--- src/rtl/sprite_blit_ctrl.sv ---
// Purpose: sequencer for the 2bpp 128x64 vram write port; XOR sprite DRAW with collision, full-screen CLEAR.
// Latency: DRAW 2*bytes + columns + written_pixels + 1 cycles accept->done; CLEAR 8194 cycles.
// Backpressure: cmd_ready high only in IDLE; cmd_valid at any other time is dropped (no queue).
module sprite_blit_ctrl #(
  parameter int HBITS = 7,
  parameter int VBITS = 6,
  parameter int ABITS = 12,
  parameter int WRAP  = 0
) (
  input  logic             clk,
  input  logic             rst_n,
  input  logic             cmd_valid,
  output logic             cmd_ready,
  input  logic             cmd_op,
  input  logic [HBITS-1:0] cmd_x,
  input  logic [VBITS-1:0] cmd_y,
  input  logic [3:0]       cmd_n,
  input  logic [ABITS-1:0] cmd_addr,
  input  logic [1:0]       cmd_plane,
  output logic [ABITS-1:0] mem_addr,
  output logic             mem_rd,
  input  logic [7:0]       mem_data,
  output logic [HBITS-1:0] vram_hpos,
  output logic [VBITS-1:0] vram_vpos,
  output logic [1:0]       vram_pixi,
  input  logic [1:0]       vram_pixo,
  output logic             vram_we,
  output logic             busy,
  output logic             done,
  output logic             collision
);

  localparam int CBITS = HBITS + VBITS;

  typedef enum logic [2:0] {
    S_IDLE, S_CLEAR, S_FETCH, S_FETCH_WAIT, S_PIX_READ, S_PIX_WRITE, S_DONE
  } state_t;

  state_t state_q, state_d;

  logic [HBITS-1:0] x_q, x_d;
  logic [VBITS-1:0] y_q, y_d;
  logic [3:0]       n_q, n_d;
  logic [ABITS-1:0] addr_q, addr_d;
  logic [1:0]       plane_q, plane_d;
  logic [4:0]       row_q, row_d, col_q, col_d;
  logic             byte_q, byte_d;
  logic [15:0]      bits_q, bits_d;
  logic [CBITS:0]   clr_q, clr_d;

  logic [HBITS-1:0] hpos_d;
  logic [VBITS-1:0] vpos_d;
  logic [ABITS-1:0] mem_addr_d;
  logic             we_d, mem_rd_d, collision_d, advance;

  logic             wide, clipped, pix_bit;
  logic [4:0]       row_last, col_last, row_inc, col_inc;
  logic [HBITS:0]   hsum;
  logic [VBITS:0]   vsum;

  // n==0 selects the 16x16 sprite: two bytes per row, sixteen rows
  assign wide     = (n_q == 4'd0);
  assign row_last = wide ? 5'd15 : ({1'b0, n_q} - 5'd1);
  assign col_last = wide ? 5'd15 : 5'd7;
  assign row_inc  = row_q + 5'd1;
  assign col_inc  = col_q + 5'd1;
  // Carry-out of the extended sum flags a pixel past the right/bottom edge
  assign hsum     = {1'b0, x_q} + (HBITS+1)'(col_q);
  assign vsum     = {1'b0, y_q} + (VBITS+1)'(row_q);
  assign clipped  = (WRAP == 0) && (hsum[HBITS] || vsum[VBITS]);
  // Leftmost pixel is the MSB; the row's bits sit left-justified in bits_q
  assign pix_bit  = bits_q[~col_q[3:0]];

  // Write data follows the registered read-back in the same cycle the write is issued
  assign vram_pixi = (state_q == S_PIX_WRITE) ? (vram_pixo ^ plane_q) : 2'b00;

  // Next-state and next-output decode; every output except vram_pixi is registered from here
  always_comb begin
    state_d     = state_q;
    x_d         = x_q;
    y_d         = y_q;
    n_d         = n_q;
    addr_d      = addr_q;
    plane_d     = plane_q;
    row_d       = row_q;
    col_d       = col_q;
    byte_d      = byte_q;
    bits_d      = bits_q;
    clr_d       = clr_q;
    hpos_d      = vram_hpos;
    vpos_d      = vram_vpos;
    mem_addr_d  = mem_addr;
    we_d        = 1'b0;
    mem_rd_d    = 1'b0;
    collision_d = collision;
    advance     = 1'b0;
    case (state_q)
      S_IDLE: begin
        if (cmd_valid) begin
          x_d         = cmd_x;
          y_d         = cmd_y;
          n_d         = cmd_n;
          addr_d      = cmd_addr;
          plane_d     = cmd_plane;
          collision_d = 1'b0;
          if (cmd_op) begin
            state_d = S_CLEAR;
            clr_d   = '0;
          end else begin
            state_d    = S_FETCH;
            row_d      = '0;
            byte_d     = 1'b0;
            mem_rd_d   = 1'b1;
            mem_addr_d = cmd_addr;
          end
        end
      end
      S_CLEAR: begin
        // First CLEAR cycle primes the address register; writes trail the counter by one
        if (clr_q[CBITS]) begin
          state_d = S_DONE;
        end else begin
          we_d             = 1'b1;
          {hpos_d, vpos_d} = clr_q[CBITS-1:0];
          clr_d            = clr_q + 1'b1;
        end
      end
      S_FETCH: state_d = S_FETCH_WAIT;
      S_FETCH_WAIT: begin
        if (wide && byte_q) bits_d[7:0]  = mem_data;
        else                bits_d[15:8] = mem_data;
        if (wide && !byte_q) begin
          byte_d     = 1'b1;
          state_d    = S_FETCH;
          mem_rd_d   = 1'b1;
          mem_addr_d = addr_q + ABITS'({row_q, 1'b1});
        end else begin
          state_d = S_PIX_READ;
          col_d   = '0;
          hpos_d  = x_q;
          vpos_d  = y_q + VBITS'(row_q);
        end
      end
      S_PIX_READ: begin
        if (pix_bit && !clipped) begin
          state_d = S_PIX_WRITE;
          we_d    = 1'b1;
        end else begin
          advance = 1'b1;
        end
      end
      S_PIX_WRITE: begin
        if ((vram_pixo & plane_q) != 2'b00) collision_d = 1'b1;
        advance = 1'b1;
      end
      S_DONE:  state_d = S_IDLE;
      default: state_d = S_IDLE;
    endcase
    if (advance) begin
      if (col_q != col_last) begin
        col_d   = col_inc;
        hpos_d  = x_q + HBITS'(col_inc);
        state_d = S_PIX_READ;
      end else if (row_q != row_last) begin
        row_d      = row_inc;
        byte_d     = 1'b0;
        state_d    = S_FETCH;
        mem_rd_d   = 1'b1;
        mem_addr_d = addr_q + (wide ? ABITS'({row_inc, 1'b0}) : ABITS'(row_inc));
      end else begin
        state_d = S_DONE;
      end
    end
  end

  // State, command latches and registered outputs; synchronous reset drops vram_we on the next edge
  always_ff @(posedge clk) begin
    if (!rst_n) begin
      state_q   <= S_IDLE;
      x_q       <= '0;
      y_q       <= '0;
      n_q       <= '0;
      addr_q    <= '0;
      plane_q   <= '0;
      row_q     <= '0;
      col_q     <= '0;
      byte_q    <= 1'b0;
      bits_q    <= '0;
      clr_q     <= '0;
      vram_hpos <= '0;
      vram_vpos <= '0;
      mem_addr  <= '0;
      vram_we   <= 1'b0;
      mem_rd    <= 1'b0;
      collision <= 1'b0;
      cmd_ready <= 1'b1;
      busy      <= 1'b0;
      done      <= 1'b0;
    end else begin
      state_q   <= state_d;
      x_q       <= x_d;
      y_q       <= y_d;
      n_q       <= n_d;
      addr_q    <= addr_d;
      plane_q   <= plane_d;
      row_q     <= row_d;
      col_q     <= col_d;
      byte_q    <= byte_d;
      bits_q    <= bits_d;
      clr_q     <= clr_d;
      vram_hpos <= hpos_d;
      vram_vpos <= vpos_d;
      mem_addr  <= mem_addr_d;
      vram_we   <= we_d;
      mem_rd    <= mem_rd_d;
      collision <= collision_d;
      cmd_ready <= (state_d == S_IDLE);
      busy      <= (state_d != S_IDLE) && (state_d != S_DONE);
      done      <= (state_d == S_DONE);
    end
  end

endmodule

--- config.mk ---
export PLATFORM = sky130hd
export DESIGN_NAME = sprite_blit_ctrl
export DESIGN_NICKNAME = d
export VERILOG_FILES = /design/src/rtl/sprite_blit_ctrl.sv
export SDC_FILE = /design/constraint.sdc
export NUM_CORES = 1
export LEC_CHECK = 0
export CAP_MARGIN = 30
export CORE_UTILIZATION = 25
export CTS_CLUSTER_SIZE = 14
export DETAILED_ROUTE_END_ITERATION = 8
export HOLD_SLACK_MARGIN = 0.05
export PLACE_DENSITY = 0.4
export SETUP_SLACK_MARGIN = 0.1
export SKIP_CTS_REPAIR_TIMING = 1
export SLEW_MARGIN = 20
export SYNTH_ARGS = -nofsm -noshare
export SYNTH_HDL_FRONTEND = slang
export SYNTH_SLANG_ARGS = --single-unit
--- constraint.sdc ---
create_clock -name clk -period 3.1 [get_ports clk]
set_input_delay 0.465 -clock clk [delete_from_list [all_inputs] [get_ports clk]]
set_output_delay 0.465 -clock clk [all_outputs]
set_load 0.005 [all_outputs]
# Yosys cells after proc, flatten, opt, wreduce, memory -nomap -nowiden
# Index checks and enable logic that the tools add are counted.
# op_classes
add_sub_neg,10
n_lt_le_gt_ge,1
eq_ne,14
muxes,66
bitwise,4
n_reduce_logical,22
# op_table
operator,n
2-to-1 mux 12 bit,6
2-to-1 mux 5 bit,11
2-to-1 mux 14 bit,3
2-to-1 mux 7 bit,4
one-hot mux 14 bit (2 select lines),1
adder 12 x 6 -> 12 bit,2
one-hot mux 12 bit (2 select lines),1
2-to-1 mux 3 bit,7
2-to-1 mux 1 bit,18
2-to-1 mux 6 bit,3
one-hot mux 3 bit (6 select lines),1
adder 14 x 1 -> 14 bit (second input constant),1
one-hot mux 7 bit (2 select lines),1
one-hot mux 6 bit (2 select lines),1
adder 5 x 1 -> 5 bit (second input constant),2
one-hot mux 1 bit (2 select lines),5
equality test 3 bit (second input constant),3
AND reduction 3 bit,3
adder 7 x 5 -> 8 bit,1
inequality test 2 bit (second input constant),4
nonzero test 2 bit,4
adder 6 x 5 -> 7 bit,1
adder 7 x 5 -> 7 bit,1
adder 6 x 5 -> 6 bit,1
other kinds (23),32
# totals
register_bits,106
inputBits,45
out_inout_bits,33
word_cells,139

# Logic depth before layout (Yosys ltp)
# Gate-level depths: netlist (run 1).
# logic_depth
ltp_word,9
ltp_mapped,15
mapped_depth_nobuf,14

# Worst setup path before layout (run 1)
# OpenSTA, ideal clock, no wires.
# synth_path
path_kind,register -> register
startpoint,reg n_q[0]
endpoint,reg mem_addr[9]
setup_time_ps,134
arrival_ps,2790
required_time_ps,2966
slack_ps,175
stages_incl_launch_ff,14
path_buffers,1
period_less_slack_ps,2925
cell_sequence,dfxtp_1 inv_1 ha_1 or3b_2 buf_2 o21ai_0 ha_1 a21o_1 a21oi_1 o21bai_1 a211o_1 nand3_1 xor2_1 a211oi_2
# synth_between
elab_chain_cells,7
elab_cells_between_ends,14
cone_classes,2 x add/sub; 2 x eq/ne; 8 x mux; 2 x reduce/logical
# synth_rtl
item,line_no,text
from (decl),43,"logic [3:0] n_q, n_d;"
from (signal assigned),203,n_q <= n_d;
branches (longest 6 deep; another with adder 12 x 6 -> 12 bit),--,
2-to-1 mux 12 bit (*),159,if (advance) begin
to (signal assigned),213,mem_addr <= mem_addr_d;
to (decl),20,"output logic [ABITS-1:0] mem_addr,"
# Mark *: on every way between the ends.
# A chain may end at the register's enable or synchronous reset.

# Final worst setup path (run 1)
# layout_path
startpoint,reg row_q[3]
endpoint,reg row_q[0]
# layout_between
elab_chain_cells,7
elab_cells_between_ends,10
cone_classes,1 x add/sub; 1 x eq/ne; 5 x mux; 3 x reduce/logical
# layout_rtl
item,line_no,text
from (decl),46,"logic [4:0] row_q, row_d, col_q, col_d;"
from (signal assigned),206,row_q <= row_d;
adder 6 x 5 -> 7 bit,69,"assign vsum = {1'b0, y_q} + (VBITS+1)'(row_q);"
logical OR 1 bit,70,assign clipped = (WRAP == 0) && (hsum[HBITS] || vsum[VBITS]);
logical NOT 1 bit,145,if (pix_bit && !clipped) begin
logical AND 1 bit,145,
2-to-1 mux 1 bit,145,
one-hot mux 1 bit (2 select lines),97,case (state_q)
2-to-1 mux 5 bit (*),159,
# Every way passes the cells marked *; elsewhere a longest branch is shown, timed or not.

==> impl_metrics.env, run 1 <==
export IMPL_synth_edf_count=0
export IMPL_drtIter0Drc=279
export IMPL_cts_buffers=9
export IMPL_clockBufferDepth=2
export IMPL_clock_sinks=106
export IMPL_die_y_um=157
export IMPL_synth_warnings=0
export IMPL_hold_violations=0
export IMPL_synth_cells=730
export IMPL_min_from="vram_vpos[1]$_SDFFE_PN0P_"
export IMPL_holdPathStages=2
export IMPL_ios=78
export IMPL_synth_nets=811
export IMPL_min_period_ps=2810
export IMPL_slew_headroom=0.483
export IMPL_holdPathEnd="vram_vpos[1]$_SDFFE_PN0P_"
export IMPL_stdcell_count=1134
export IMPL_coreArea_um2=23500
export IMPL_vias=5521
export IMPL_grt_overflow_total=0
export IMPL_outcome="completed"
export IMPL_drc=0
export IMPL_cts_root_buf="clkbuf_16"
export IMPL_final_core_util=0.321
export IMPL_arrival_ps=3090
export IMPL_antenna_left=0
export IMPL_timing_rr_start="row_q[3]$_SDFF_PN0_"
export IMPL_dpl_hpwl_mm=13.9
export IMPL_die_w_um=157
export IMPL_grt_antenna_before_repair=0
export IMPL_vias_per_cell=4.87
export IMPL_crit_path_start_kind="flop"
export IMPL_layout_commonest_cell="nand2_1"
export IMPL_worst_r2r_cell_count=9
export IMPL_tritoncts="yes"
export IMPL_min_period_over_period=0.906
export IMPL_grt_pass1_vias=5573
export IMPL_grt_setup_unrepaired="true"
export IMPL_yosysUniqueCellTypes=64
export IMPL_finalWeightedCongestion=0.793
export IMPL_grt_pass1_wl_mm=30.5
export IMPL_p_per_area_nw_per_um2=438
export IMPL_antenna_cells=0
export IMPL_cp_max_fo=9
export IMPL_rrSetupSlack_ps=290
export IMPL_place_area_um2=7250
export IMPL_hold_path_class="reg2reg"
export IMPL_clkTransAtPathRegs_ps=80
export IMPL_maxSlewViolCount=0
export IMPL_worstMarginPinSlew_ps=773
export IMPL_finalSetupTns_ps=0
export IMPL_start_util=0.256
export IMPL_placed_cells=1118
export IMPL_syn_avg_cell_area_um2=8.25
export IMPL_gr_usage_all_layers=0.160
export IMPL_layout_common_cells="107 x nand2_1, 104 x dfxtp_1, 87 x nor2_1"
export IMPL_ys_ff_latch=106
export IMPL_p_leak_nw=2.87
export IMPL_port_buffers=77
export IMPL_synthesis_area_um2=6020
export IMPL_fin_area_um2=7560
export IMPL_nets=891
export IMPL_finClkSkew_ps=9.65
export IMPL_totalWireLength_mm=18.8
export IMPL_drive_gt1_frac=0.0883
export IMPL_ys_flop_type="dfxtp_1"
export IMPL_area_growth_pct=25.5
export IMPL_end_kind="flop"
export IMPL_startpoint="row_q[3]$_SDFF_PN0_"
export IMPL_seq_area_frac_synth=0.352
export IMPL_fp_row_count=56
export IMPL_grt_start_max_net_pins=58
export IMPL_fmax_ghz=0.356
export IMPL_required_ps=3380
export IMPL_maxCapViolCount=0
export IMPL_finalSetupViolCount=0
export IMPL_crit_type="reg2reg"
export IMPL_firstDrtPassIters=4
export IMPL_r2r_end="row_q[0]$_SDFF_PN0_"
export IMPL_wl_per_cell_um=16.5
export IMPL_die_area_um2=24700
export IMPL_ir_worst_vdd_uv=235
export IMPL_htree_levels=3
export IMPL_synth_async_reset_ratio=0
export IMPL_clock_latency_ps=360
-- metrics by stage --
step	hold WS (ps)	power [mW]	worst slack, ps
after CTS	464	3.36	37.0
final	464	3.31	290
after global routing	487	3.49	104
after detailed placement	446	2.18	74.8
after global placement	445	2.17	143
after floorplan	440	1.89	175
-- critical path: stages (launching register included) --
cell     delay [ps]
dfxtp_1         550
ha_1            320
o21ai_0         180
a21oi_1          70
o21ai_0         460
and4_4          440
nor2_8          100
buf_4           170
or3_1           300
a21oi_1         130
-- cells by family after synthesis --
logic type / share of synthesized area
XOR/XNOR: 0.0567
multiplexers: 0.0571
adder cells (fa/ha/maj): 0.0798
buffers and inverters: 0.0422
AND/OR/NAND/NOR: 0.216
AO/OA/AOI/OAI: 0.196
flip-flops: 0.352
-- final cells by class --
type | count | area (um2)
Clock buffer | 10 | 229
Fill cell | 2537 | 16000
Multi-Input combinational cell | 567 | 3670
Tap cell | 319 | 399
Clock inverter | 6 | 57.6
Timing Repair Buffer | 104 | 998
Inverter | 22 | 82.6
Sequential cell | 106 | 2120
-- power breakdown --
part / internal [mW] / switching, mW / leakage, nW
logic: 0.294 / 0.350 / 1.87
registers: 1.43 / 0.0743 / 0.863
clock network: 0.568 / 0.597 / 0.141
-- worst max path at each step --
stage,to,slack (ps),cells past startpoint
4_1_cts,mem_addr[10]$_SDFF_PN0_,40,13
3_5_place_dp,mem_addr[6]$_SDFF_PN0_,70,14
6_report,row_q[0]$_SDFF_PN0_,290,9
2_1_floorplan,mem_addr[9]$_SDFF_PN0_,180,13
5_1_grt,vram_hpos[6]$_SDFF_PN0_,100,11
3_3_place_gp,mem_addr[6]$_SDFF_PN0_,140,14
-- cells in the mapped netlist, drive strengths merged, types with 4 or more instances --
cell    count  share of area
a311oi      8          0.012
o21ai      24          0.020
nor3       23          0.020
clkbuf     26          0.016
inv        22          0.014
buf         9          0.012
o21bai      4         0.0050
a22oi      12          0.015
mux2i      19          0.032
a221oi      5         0.0083
nand4       4         0.0042
and3        9         0.0094
a211oi     17          0.024
a21o        7         0.0087
o211ai      5         0.0062
xor2       21          0.031
ha         32          0.066
nand2b      5         0.0052
nand3      19          0.016
nor2       88          0.058
a21oi      66          0.055
a31oi       6         0.0062
xnor2      18          0.026
fa          4          0.013
dfxtp     106           0.35
mux4        5          0.020
or3         5         0.0052
o21a        8          0.010
nor2b       9         0.0094
nand2     108          0.069
and2        5         0.0052
-- flip-flops by register name, indices dropped and copies added (netlist names) --
name       count
clr_q         14
y_q            6
row_q          5
vram_vpos      6
plane_q        2
done           1
mem_rd         1
byte_q         1
cmd_ready      1
vram_we        1
collision      1
bits_q        16
state_q        3
col_q          5
addr_q        12
x_q            7
mem_addr      12
vram_hpos      7
n_q            4
busy           1
-- layer usage --
layer  part of all wire  global-route usage
met2               0.49               0.278
met3              0.033              0.0295
met1               0.47               0.203
met5                  0                   0
met4              0.012              0.0356
Note: power is estimated with default switching activity, not from simulation.
==> inputs of run 2 (changes only) <==
Settings changed: CTS_BUF_LIST from default to sky130_fd_sc_hd__clkbuf_16.
==> impl_metrics.env, run 2 (synthesized netlist as in run 1, its figures left out) <==
export IMPL_outcome="completed"
export IMPL_dpl_hpwl_mm=13.9
export IMPL_die_area_um2=24700
export IMPL_finalSetupTns_ps=0
export IMPL_antenna_cells=0
export IMPL_grt_pass1_vias=5573
export IMPL_ir_worst_vdd_uv=235
export IMPL_timing_rr_start="row_q[3]$_SDFF_PN0_"
export IMPL_r2r_end="row_q[0]$_SDFF_PN0_"
export IMPL_clockBufferDepth=2
export IMPL_cts_buffers=9
export IMPL_end_kind="flop"
export IMPL_maxCapViolCount=0
export IMPL_final_core_util=0.321
export IMPL_seq_area_um2=2120
export IMPL_regMostFlops="bits_q"
export IMPL_drive_gt1_frac=0.0883
export IMPL_firstDrtPassIters=4
export IMPL_nFillCells=2537
export IMPL_vias_per_cell=4.87
export IMPL_required_ps=3380
export IMPL_layout_commonest_cell="nand2_1"
export IMPL_worst_path_buf_inv=1
export IMPL_path_cells="ha_1 -> o21ai_0 -> a21oi_1 -> o21ai_0 -> and4_4 -> nor2_8 -> buf_4 -> or3_1 -> a21oi_1"
export IMPL_gr_usage_all_layers=0.160
export IMPL_p_per_area_nw_per_um2=438
export IMPL_largest_reg_flops=16
export IMPL_cp_max_fo=9
export IMPL_fp_row_count=56
export IMPL_p_leak_nw=2.88
export IMPL_htree_levels=3
export IMPL_cp_num_cells=9
export IMPL_min_period_over_period=0.906
export IMPL_grt_antenna_before_repair=0
export IMPL_crit_family="simple AND/OR/NAND/NOR gates"
export IMPL_place_area_um2=7250
export IMPL_worst_hold_slack_ps=464
export IMPL_grt_pass1_wl_mm=30.5
export IMPL_arrival_ps=3090
export IMPL_drtIter0Drc=279
export IMPL_setup_ws_ps=290
export IMPL_crit_path_max_incr_delay_ps=550
export IMPL_die_y_um=157
export IMPL_dpl_worst_slack_ps=74.8
export IMPL_wl_per_cell_um=16.5
export IMPL_totalWireLength_mm=18.8
export IMPL_maxSlewViolCount=0
export IMPL_crit_path_start_kind="flop"
export IMPL_worst_r2r_cell_count=9
export IMPL_nets=891
export IMPL_coreArea_um2=23500
export IMPL_fin_area_um2=7560
export IMPL_start_util=0.256
export IMPL_finClkSkew_ps=9.65
export IMPL_multi_input_area_um2=3670
export IMPL_antenna_left=0
export IMPL_hold_violations=0
export IMPL_stdcell_count=1134
export IMPL_top_regs="bits_q (16), clr_q (14)"
export IMPL_grt_start_max_net_pins=58
export IMPL_power_total_mw=3.31
export IMPL_cts_root_buf="clkbuf_16"
export IMPL_crit_end="row_q[0]$_SDFF_PN0_"
export IMPL_startpoint="row_q[3]$_SDFF_PN0_"
export IMPL_area_growth_pct=25.5
export IMPL_die_w_um=157
export IMPL_slew_headroom=0.483
export IMPL_crit_type="reg2reg"
export IMPL_crit_slowest_cell="dfxtp_1"
export IMPL_grt_overflow_total=0
export IMPL_finalSetupViolCount=0
export IMPL_placed_cells=1118
export IMPL_finalWeightedCongestion=0.793
export IMPL_min_period_ps=2810
export IMPL_vias=5521
export IMPL_layout_common_cells="107 x nand2_1, 104 x dfxtp_1, 87 x nor2_1"
export IMPL_fmax_ghz=0.356
export IMPL_hold_path_class="reg2reg"
export IMPL_drc=0
export IMPL_tritoncts="yes"
export IMPL_worstMarginPinSlew_ps=773
export IMPL_clock_sinks=106
export IMPL_grt_setup_unrepaired="true"
export IMPL_ios=78
export IMPL_clkTransAtPathRegs_ps=80
export IMPL_port_buffers=77
export IMPL_clock_latency_ps=360
export IMPL_rrSetupSlack_ps=290
[run 2: cell types whose count changed in the layout (fill, tap and decap cells not counted), sizes merged]
cell and delta:
clkbuf -1, inv +1
[run 2: layout make-up]
class,count,share of cell area
multi-input combinational,567,0.485
sequential,106,0.281
timing repair buffer,104,0.132
tap,319,0.0528
clock buffer,9,0.0298
inverter,22,0.0109
clock inverter,7,0.00811
[run 2: how the worst min path moves through the flow]
| stage | start | end | slack [ps] | depth (start not counted) |
|---|---|---|---|---|
| 4_1_cts | vram_vpos[1]$_SDFFE_PN0P_ | vram_vpos[1]$_SDFFE_PN0P_ | 460 | 2 |
| 3_5_place_dp | vram_vpos[1]$_SDFFE_PN0P_ | vram_vpos[1]$_SDFFE_PN0P_ | 450 | 2 |
| 3_3_place_gp | vram_vpos[1]$_SDFFE_PN0P_ | vram_vpos[1]$_SDFFE_PN0P_ | 450 | 2 |
| 5_1_grt | y_q[2]$_SDFFE_PN0P_ | y_q[2]$_SDFFE_PN0P_ | 490 | 2 |
| 2_1_floorplan | plane_q[0]$_SDFFE_PN0P_ | plane_q[0]$_SDFFE_PN0P_ | 440 | 2 |
| 6_report | vram_vpos[1]$_SDFFE_PN0P_ | vram_vpos[1]$_SDFFE_PN0P_ | 460 | 2 |
[run 2: report_power, final]
group | switching (mW) | internal [mW]
clock network | 0.597 | 0.564
logic | 0.350 | 0.294
registers | 0.0743 | 1.43
[run 2: metal layers]
layer / vias up / global-route usage / part of all wire
met4: 0 / 0.0356 / 0.012
li1: 2746 / - / -
met2: 93 / 0.278 / 0.49
met5: - / 0 / 0
met3: 15 / 0.0295 / 0.033
met1: 2667 / 0.203 / 0.47
[run 2: worst register-to-register path, delay by kind of cell (launching register included)]
kind,cells,cell delay (ps)
buffers and inverters,1,170
DFF,1,550
and+or+nand+nor,3,840
adders and majority gates,1,320
AOI/OAI and AO/OA,4,840
==> inputs of run 3 (changes only) <==
Settings changed: CORE_ASPECT_RATIO from default to 0.5.
==> impl_metrics.env, run 3 (synthesized netlist as in run 1, its figures left out) <==
export IMPL_antenna_left=0
export IMPL_finClkSkew_ps=12.3
export IMPL_fp_row_count=39
export IMPL_rrSetupSlack_ps=290
export IMPL_largest_reg_flops=16
export IMPL_maxCapViolCount=0
export IMPL_drive_gt1_frac=0.0881
export IMPL_vias_per_cell=4.83
export IMPL_grt_antenna_before_repair=0
export IMPL_tritoncts="yes"
export IMPL_die_area_um2=24700
export IMPL_worstMarginPinSlew_ps=888
export IMPL_p_per_area_nw_per_um2=445
export IMPL_hold_path_class="reg2reg"
export IMPL_gr_usage_all_layers=0.159
export IMPL_min_period_over_period=0.907
export IMPL_die_y_um=112
export IMPL_regMostFlops="bits_q"
export IMPL_cts_buffers=9
export IMPL_crit_path_start_kind="flop"
export IMPL_layout_common_cells="107 x nand2_1, 104 x dfxtp_1, 87 x nor2_1"
export IMPL_clock_sinks=106
export IMPL_holdPathStages=2
export IMPL_timing_rr_start="n_q[0]$_SDFFE_PN0P_"
export IMPL_nFillCells=2490
export IMPL_worst_r2r_cell_count=14
export IMPL_layout_commonest_cell="nand2_1"
export IMPL_holdPathEnd="vram_vpos[1]$_SDFFE_PN0P_"
export IMPL_path_common_cell="nor2_1"
export IMPL_crit_path_max_incr_delay_ps=400
export IMPL_nets=893
export IMPL_area_growth_pct=25.9
export IMPL_worst_hold_slack_ps=454
export IMPL_dpl_hpwl_mm=14.1
export IMPL_drtIter0Drc=263
export IMPL_wl_per_cell_um=17.0
export IMPL_finalWeightedCongestion=0.800
export IMPL_clock_latency_ps=370
export IMPL_outcome="completed"
export IMPL_grt_setup_unrepaired="false"
export IMPL_vias=5426
export IMPL_fmax_ghz=0.356
export IMPL_p_leak_nw=2.89
export IMPL_antenna_cells=0
export IMPL_min_period_ps=2810
export IMPL_grt_start_max_net_pins=59
export IMPL_grt_pass1_wl_mm=30.4
export IMPL_grt_overflow_total=0
export IMPL_end_kind="flop"
export IMPL_ir_worst_vdd_uv=283
export IMPL_top_regs="bits_q (16), clr_q (14)"
export IMPL_port_buffers=77
export IMPL_finalSetupViolCount=0
export IMPL_cts_root_buf="clkbuf_16"
export IMPL_maxSlewViolCount=0
export IMPL_hold_violations=0
export IMPL_finalSetupTns_ps=0
export IMPL_grt_pass1_vias=5269
export IMPL_slew_headroom=0.406
export IMPL_die_w_um=221
export IMPL_r2r_end="mem_addr[6]$_SDFF_PN0_"
export IMPL_clockBufferDepth=2
export IMPL_coreArea_um2=23200
export IMPL_firstDrtPassIters=4
export IMPL_cp_max_fo=10
export IMPL_min_from="vram_vpos[1]$_SDFFE_PN0P_"
export IMPL_crit_type="reg2reg"
export IMPL_htree_levels=3
export IMPL_totalWireLength_mm=19.1
export IMPL_crit_slowest_cell="or3b_4"
export IMPL_start_util=0.259
export IMPL_arrival_ps=3070
export IMPL_drc=0
export IMPL_path_cells="inv_1 -> ha_2 -> or3b_4 -> buf_6 -> nor2_1 -> nor2_1 -> ha_1 -> nor2b_1 -> o31a_1 -> o21ai_2 -> nand2_1 -> xnor2_1 -> mux2i_1 -> o21a_1"
export IMPL_ios=78
export IMPL_required_ps=3360
export IMPL_clkTransAtPathRegs_ps=80
[run 3: worst max path at each step]
stage | startpoint | to | slack (ps) | cells after the start
2_1_floorplan | n_q[0]$_SDFFE_PN0P_ | mem_addr[9]$_SDFF_PN0_ | 180 | 13
3_3_place_gp | n_q[1]$_SDFFE_PN0P_ | mem_addr[6]$_SDFF_PN0_ | 130 | 14
3_5_place_dp | n_q[0]$_SDFFE_PN0P_ | mem_addr[11]$_SDFF_PN0_ | 90 | 12
4_1_cts | n_q[0]$_SDFFE_PN0P_ | mem_addr[11]$_SDFF_PN0_ | 80 | 12
5_1_grt | n_q[0]$_SDFFE_PN0P_ | mem_addr[6]$_SDFF_PN0_ | 110 | 14
6_report | n_q[0]$_SDFFE_PN0P_ | mem_addr[6]$_SDFF_PN0_ | 290 | 14
[run 3: stage by stage]
| step | utilization | total power, mW | setup slack [ps] | instances | cell area (um2) |
|---|---|---|---|---|---|
| 3_3_place_gp | 0.312 | 2.18 | 126 | 1108 | 7250 |
| 6_report | 0.326 | 3.37 | 287 | 1124 | 7580 |
| 5_1_grt | 0.326 | 3.55 | 111 | 1124 | 7580 |
| 4_1_cts | 0.325 | 3.42 | 75.7 | 1124 | 7560 |
| 3_5_place_dp | 0.312 | 2.18 | 87.6 | 1108 | 7250 |
| 2_1_floorplan | - | 1.89 | 175 | 730 | 6020 |
[run 3: power by group]
group	switching, mW	total, mW	internal [mW]	leakage, nW
sequential	0.0773	1.51	1.43	0.863
clock	0.583	1.22	0.635	0.152
combinational	0.350	0.644	0.294	1.87
total	1.01	3.37	2.36	2.89
[run 3: cell type report]
type | count | area [um2] | share of cell area
Sequential cell | 106 | 2120 | 0.280
Clock buffer | 9 | 225 | 0.0297
Inverter | 22 | 82.6 | 0.0109
Clock inverter | 7 | 80.1 | 0.0106
Tap cell | 307 | 384 | 0.0507
Multi-Input combinational cell | 567 | 3660 | 0.484
Timing Repair Buffer | 106 | 1020 | 0.134
[run 3: worst max-delay path: cells and delay by family, from the launching register on]
kind	cells	cell delay, ps
simple gates	5	810
compound gates	3	590
fa+ha+maj	2	510
flops	1	310
buf+inv	2	240
xor+xnor	1	150
mux	1	90
[run 3: per-layer routing]
layer	vias to the layer above	track usage	wire length, um
met5	-	0	0
met4	0	0.0333	202
met3	15	0.0322	525
met2	68	0.243	8260
met1	2592	0.228	10100
li1	2751	-	-
==> patch 1: new RTL, flow settings as in run 2 <==
Change the parameter `WRAP` from 0 to 1.
--- a/src/rtl/sprite_blit_ctrl.sv
+++ b/src/rtl/sprite_blit_ctrl.sv
@@ -7,3 +7,3 @@
   parameter int ABITS = 12,
-  parameter int WRAP  = 0
+  parameter int WRAP  = 1
 ) (
Check against the original RTL: not equivalent (a bounded check fails within 10 cycles, from zero or initial values and one cycle with rst_n low).
==> patch 1 against run 2 <==
Worst setup slack got worse by 0.075 ns; critical path depth grew 3; first-iteration DRC count is 12% lower; sequential cell count unchanged; highest routed layer unchanged; critical path type unchanged; total power down 0.39%; synthesized area down 2.6%; wire length fell by 1.9%; final area shrank 1.2%.
==> patch 1: results (changes against run 2) <==
stage;metric;value;unit;change
grt;grt_pass1_wl;29200;µm;was 30500 µm
drt;drt_iter0_markers;245;;was 279
synthesis;synthTopCellsByCount;nand2_1, dfxtp_1, nor2_1;;unchanged
cells_and_area;drive_above_1_share;0.0965;;was 0.0883
grt;met3_usage;0.0231;;was 0.0295
critical_path;r2r_start;row_q[0]$_SDFF_PN0_;;was row_q[3]$_SDFF_PN0_
clock_network;numCtsBuffers;9;;unchanged
placement;detailedPlace.worstSlack;0.0479;ns;was 0.0748 ns
synthesis;syn_nets;798;;was 811
synthesis;async_reset_ff_frac;0;;unchanged
synthesis;synthAdderAreaFrac;0.0712;;was 0.0798
drt;drt_pass1_iterations;5;;was 4
drt;totalWireLength;18400;µm;was 18800 µm
min_path;hold_path_depth;2;;unchanged
synthesis;yosys.area.top_type;dfxtp_1;;unchanged
grt;grt_use_met1;0.201;;was 0.203
critical_path;crit_arrival;3.14;ns;was 3.09 ns
grt;grt_start_max_net_pins;31;;was 58
clock_network;clk_latency;0.36;ns;about the same
cells_and_area;final_nets;880;;was 891
drt;vias_per_cell;4.82;;was 4.87
power;ir_drop;0.000217;V;was 0.000235 V
sta;skew;0.0135;ns;was 0.00965 ns
critical_path;r2r_end;mem_addr[9]$_SDFF_PN0_;;was row_q[0]$_SDFF_PN0_
synthesis;synth.mux.area_fraction;0.0358;;was 0.0571
synthesis;ys_types;65;;was 64
grt;grt_pass1_vias;5421;;was 5573
critical_path;crit_slowest_cell;or3_4;;was dfxtp_1
cells_and_area;diodes;0;;unchanged
synthesis;synth_xor_area_frac;0.0642;;was 0.0567
min_path;worstHoldStart;bits_q[7]$_SDFFE_PN0P_;;was vram_vpos[1]$_SDFFE_PN0P_
min_path;min_to;bits_q[7]$_SDFFE_PN0P_;;was vram_vpos[1]$_SDFFE_PN0P_
synthesis;synth_warnings;0;;unchanged
placement;hpwl;13700;µm;was 13900 µm
status;outcome;finished clean;;unchanged
sta;slew_headroom;0.614;;was 0.483
critical_path;critical_path.max_stage_delay;0.36;ns;was 0.55 ns
power;p_leak;2.86;nW;was 2.88 nW
critical_path;path_max_fanout;4;;was 9
grt;grt_use_met2;0.263;;was 0.278
synthesis;netlist_top_cells_area;dfxtp_1, nand2_1, a21oi_1;;was dfxtp_1, nand2_1, ha_1
critical_path;worst-r2r-cell-count;12;;was 9
placement;routabilityCongestion;0.829;;was 0.793
synthesis;synth_compound_area_frac;0.206;;was 0.196
grt;grt_usage;0.158;;was 0.160
critical_path;r2r_slack;0.21;ns;was 0.29 ns
synthesis;ys_seq_area_frac;0.362;;was 0.352
-- patch 1: changes by cell type after synthesis, sizes merged, moves of 4 or more --
cell | before | now
ha | 32 | 27
nand3 | 19 | 28
nor2 | 88 | 81
mux2i | 19 | 12
nand2 | 108 | 113
a21oi | 66 | 74
nor3 | 23 | 12
a211oi | 17 | 13
clkbuf | 26 | 31
-- patch 1: per-stage QoR --
stage / power (mW) / hold WS (ns) / area [µm²] / std cells
4_1_cts: 3.35 / 0.459 / 7430 / 1119
2_1_floorplan: 1.88 / 0.433 / 5900 / 722
3_3_place_gp: 2.16 / 0.442 / 7150 / 1104
6_report: 3.30 / 0.457 / 7470 / 1121
3_5_place_dp: 2.16 / 0.449 / 7150 / 1104
5_1_grt: 3.49 / 0.483 / 7470 / 1121
-- patch 1: metal layers --
layer  share of wire  vias up
li1                -     2723
met1            0.46     2511
met2            0.46      136
met3           0.044       28
met4           0.033        0
met5               0        -
-- patch 1: worst reg2reg max path: stages, from the launching register on --
cell and delay (ns):
dfxtp_1 0.32, ha_1 0.22, nor2b_1 0.15, or2_2 0.29
mux2_2 0.30, ha_4 0.18, a211oi_1 0.24, nor2_1 0.11
or3_4 0.36, a21oi_4 0.16, nor2_1 0.07, xor2_1 0.14
o221a_2 0.24
-- patch 1: worst max path at each step --
stage,slack (ns),endpoint,cells after the start,from
global route,0.08,mem_addr[9]$_SDFF_PN0_,14,n_q[0]$_SDFFE_PN0P_
global placement,0.11,done$_SDFF_PN0_,12,n_q[1]$_SDFFE_PN0P_
floorplan,0.11,mem_addr[7]$_SDFF_PN0_,14,n_q[0]$_SDFFE_PN0P_
CTS,0.04,mem_addr[7]$_SDFF_PN0_,12,n_q[1]$_SDFFE_PN0P_
detailed placement,0.05,mem_addr[9]$_SDFF_PN0_,12,n_q[1]$_SDFFE_PN0P_
finish,0.21,mem_addr[9]$_SDFF_PN0_,12,row_q[0]$_SDFF_PN0_
-- patch 1: kinds of logic after synthesis --
group           after synthesis
simple gates                282
xor+xnor                     43
mux                          17
compound gates              184
buf+inv                      59
flops                       106
fa+ha+maj                    31
-- patch 1: layout make-up --
type | count | area, µm²
sequential | 106 | 2120
multi-input combinational | 557 | 3560
timing repair buffer | 111 | 1040
inverter | 19 | 71.3
fill | 2464 | 15400
clock inverter | 6 | 60.1
tap | 313 | 392
clock buffer | 9 | 225
-- patch 1: where the power goes --
part | switching, mW | internal, mW | total, mW | leakage [nW]
sequential | 0.0701 | 1.43 | 1.50 | 0.862
combinational | 0.340 | 0.296 | 0.636 | 1.86
clock | 0.540 | 0.619 | 1.16 | 0.144
total | 0.950 | 2.35 | 3.30 | 2.86
==> patch 2: new RTL, config.mk and constraints of run 2 <==
Made on the original files. Reset style: asynchronous (`rst_n`), changed in one clocked block. Comments in the files are not updated.
--- a/src/rtl/sprite_blit_ctrl.sv
+++ b/src/rtl/sprite_blit_ctrl.sv
@@ -176,3 +176,3 @@
   // State, command latches and registered outputs; synchronous reset drops vram_we on the next edge
-  always_ff @(posedge clk) begin
+  always_ff @(posedge clk or negedge rst_n) begin
     if (!rst_n) begin
Formal check against the unedited RTL: differs if rst_n is asserted again (counterexample within 4 cycles, from zero or initial values and one cycle with rst_n low); with rst_n held inactive, the same outputs for 4 cycles.
==> patch 2 against run 2 <==
Final area up 6.3%; synthesized area rose by 2.3%; worst setup slack lost 0.19 ns; sequential cell count did not move; cell count down 8.6%; worst hold slack got worse by 0.27 ns; wire length down 6.4%; highest routed layer unchanged.
Power is not compared: it rests on default switching activity, and its combinational part moved more than twofold at a synthesized area within 25%.
==> patch 2: results (changes against run 2) <==
stage;metric;value;unit;change
drt;wl_met2;8290;µm;was 9140 µm
cells_and_area;bufAreaShareNonClock;0.143;;was 0.132
critical_path;crit_arrival;3.23;ns;was 3.09 ns
drt;routedLengthMet1;8540;µm;was 8780 µm
cells_and_area;clkCellAreaFrac;0.0350;;was 0.0379
cells_and_area;multi_input_area_share;0.433;;was 0.485
synthesis;netlist_top_cells_area;dfrtp_1, mux2_2, ha_1;;was dfxtp_1, nand2_1, ha_1
synthesis;synthCells;599;;was 730
grt;grt_use_met1;0.199;;was 0.203
synthesis;async_reset_ff_frac;1.00;;was 0
sta;skew;0.0124;ns;was 0.00965 ns
drt;drt_iter0_markers;248;;was 279
min_path;hold_class;primary input to asynchronous set/reset pin;;was flop to flop
sta;slew_headroom;0.462;;was 0.483
clock_network;clk_pin_slew;0.07;ns;
grt;grt_start_max_net_pins;57;;was 58
cells_and_area;inverters;16;;was 22
cells_and_area;sh_seq_area;0.330;;was 0.281
power;intPower;4.41;mW;
drt;vias_per_cell;4.68;;was 4.87
cells_and_area;n_sequential_cell;106;;unchanged
grt;met3_usage;0.0206;;was 0.0295
drt;totalWireLength;17600;µm;was 18800 µm
grt;grt_pass1_wl;28300;µm;was 30500 µm
drt;wl_met3;484;µm;was 619 µm
placement;placed_area;0.00751;mm²;was 0.00725 mm²
cells_and_area;multiInputCombCellCount;452;;was 567
placement;hpwl;13300;µm;was 13900 µm
synthesis;synth_flop_cell;dfrtp_1;;was dfxtp_1
status;outcome;finished clean;;unchanged
cells_and_area;layout.cells.non_filler;1037;;was 1134
placement;port_buffers;77;;unchanged
critical_path;critical_path.max_stage_delay;0.47;ns;was 0.55 ns
critical_path;critPathTopFamily;simple AND/OR/NAND/NOR gates;;unchanged
synthesis;syn_nets;680;;was 811
cells_and_area;final_nets;791;;was 891
cells_and_area;utilization;0.331;;was 0.321
grt;grt_usage;0.143;;was 0.160
placement;dp.cells;1005;;was 1118
synthesis;ys_seq_area_frac;0.431;;was 0.352
placement;detailedPlace.worstSlack;0.0294;ns;was 0.0748 ns
cells_and_area;drive_above_1_share;0.224;;was 0.0883
clock_network;htree_num_levels;3;;unchanged
critical_path;path_max_fanout;7;;was 9
synthesis;synthTopCellsByCount;dfrtp_1, nor2_1, mux2_2;;was nand2_1, dfxtp_1, nor2_1
floorplan;rows;57;;was 56
placement;routabilityCongestion;0.823;;was 0.793
cells_and_area;fill_cells;2508;;was 2537
synthesis;ys_types;69;;was 64
grt;grt_use_met2;0.229;;was 0.278
grt;grt_pass1_vias;4942;;was 5573
drt;drt_pass1_iterations;7;;was 4
[patch 2: cell count changes after synthesis, moves of 8 or more]
| cell | before | now |
|---|---|---|
| dfrtp_1 | 0 | 105 |
| clkbuf_1 | 26 | 18 |
| nor2_1 | 87 | 59 |
| mux2i_1 | 19 | 5 |
| mux2_2 | 3 | 44 |
| nand2_1 | 107 | 41 |
| a311oi_1 | 8 | 0 |
| nor3_1 | 22 | 11 |
| dfxtp_1 | 106 | 0 |
| a21oi_1 | 66 | 30 |
| o21ai_0 | 24 | 35 |
[patch 2: cell families after synthesis]
logic type	count (synthesis)	synth area share
XOR/XNOR	36	0.0512
AND/OR/NAND/NOR	186	0.148
adder cells (fa/ha/maj)	36	0.0780
buffers and inverters	41	0.0284
flip-flops	106	0.431
AO/OA/AOI/OAI	139	0.155
multiplexers	55	0.109
[patch 2: final timing paths]
path | from | to | slack, ns | depth (start not counted)
hold / removal | rst_n | row_q[1]$_DFF_PN0_ | 0.20 | 1
hold reg to reg | vram_vpos[3]$_DFFE_PN0P_ | vram_vpos[3]$_DFFE_PN0P_ | 0.48 | 2
max in group asynchronous | rst_n | mem_addr[10]$_DFF_PN0_ | 2.14 | 2
min in group clk | vram_vpos[3]$_DFFE_PN0P_ | vram_vpos[3]$_DFFE_PN0P_ | 0.48 | 2
setup / recovery | n_q[0]$_DFFE_PN0P_ | mem_addr[6]$_DFF_PN0_ | 0.1 | 12
setup reg to reg | n_q[0]$_DFFE_PN0P_ | mem_addr[6]$_DFF_PN0_ | 0.1 | 12
[patch 2: power groups by stage]
stage	registers [mW]	logic (mW)	clock network [mW]
final	2.48	3.51	1.16
after global routing	2.58	3.93	1.25
after CTS	2.50	3.34	1.20
after detailed placement	2.52	3.32	0
after global placement	2.52	3.28	0
after floorplan	2.29	2.30	0
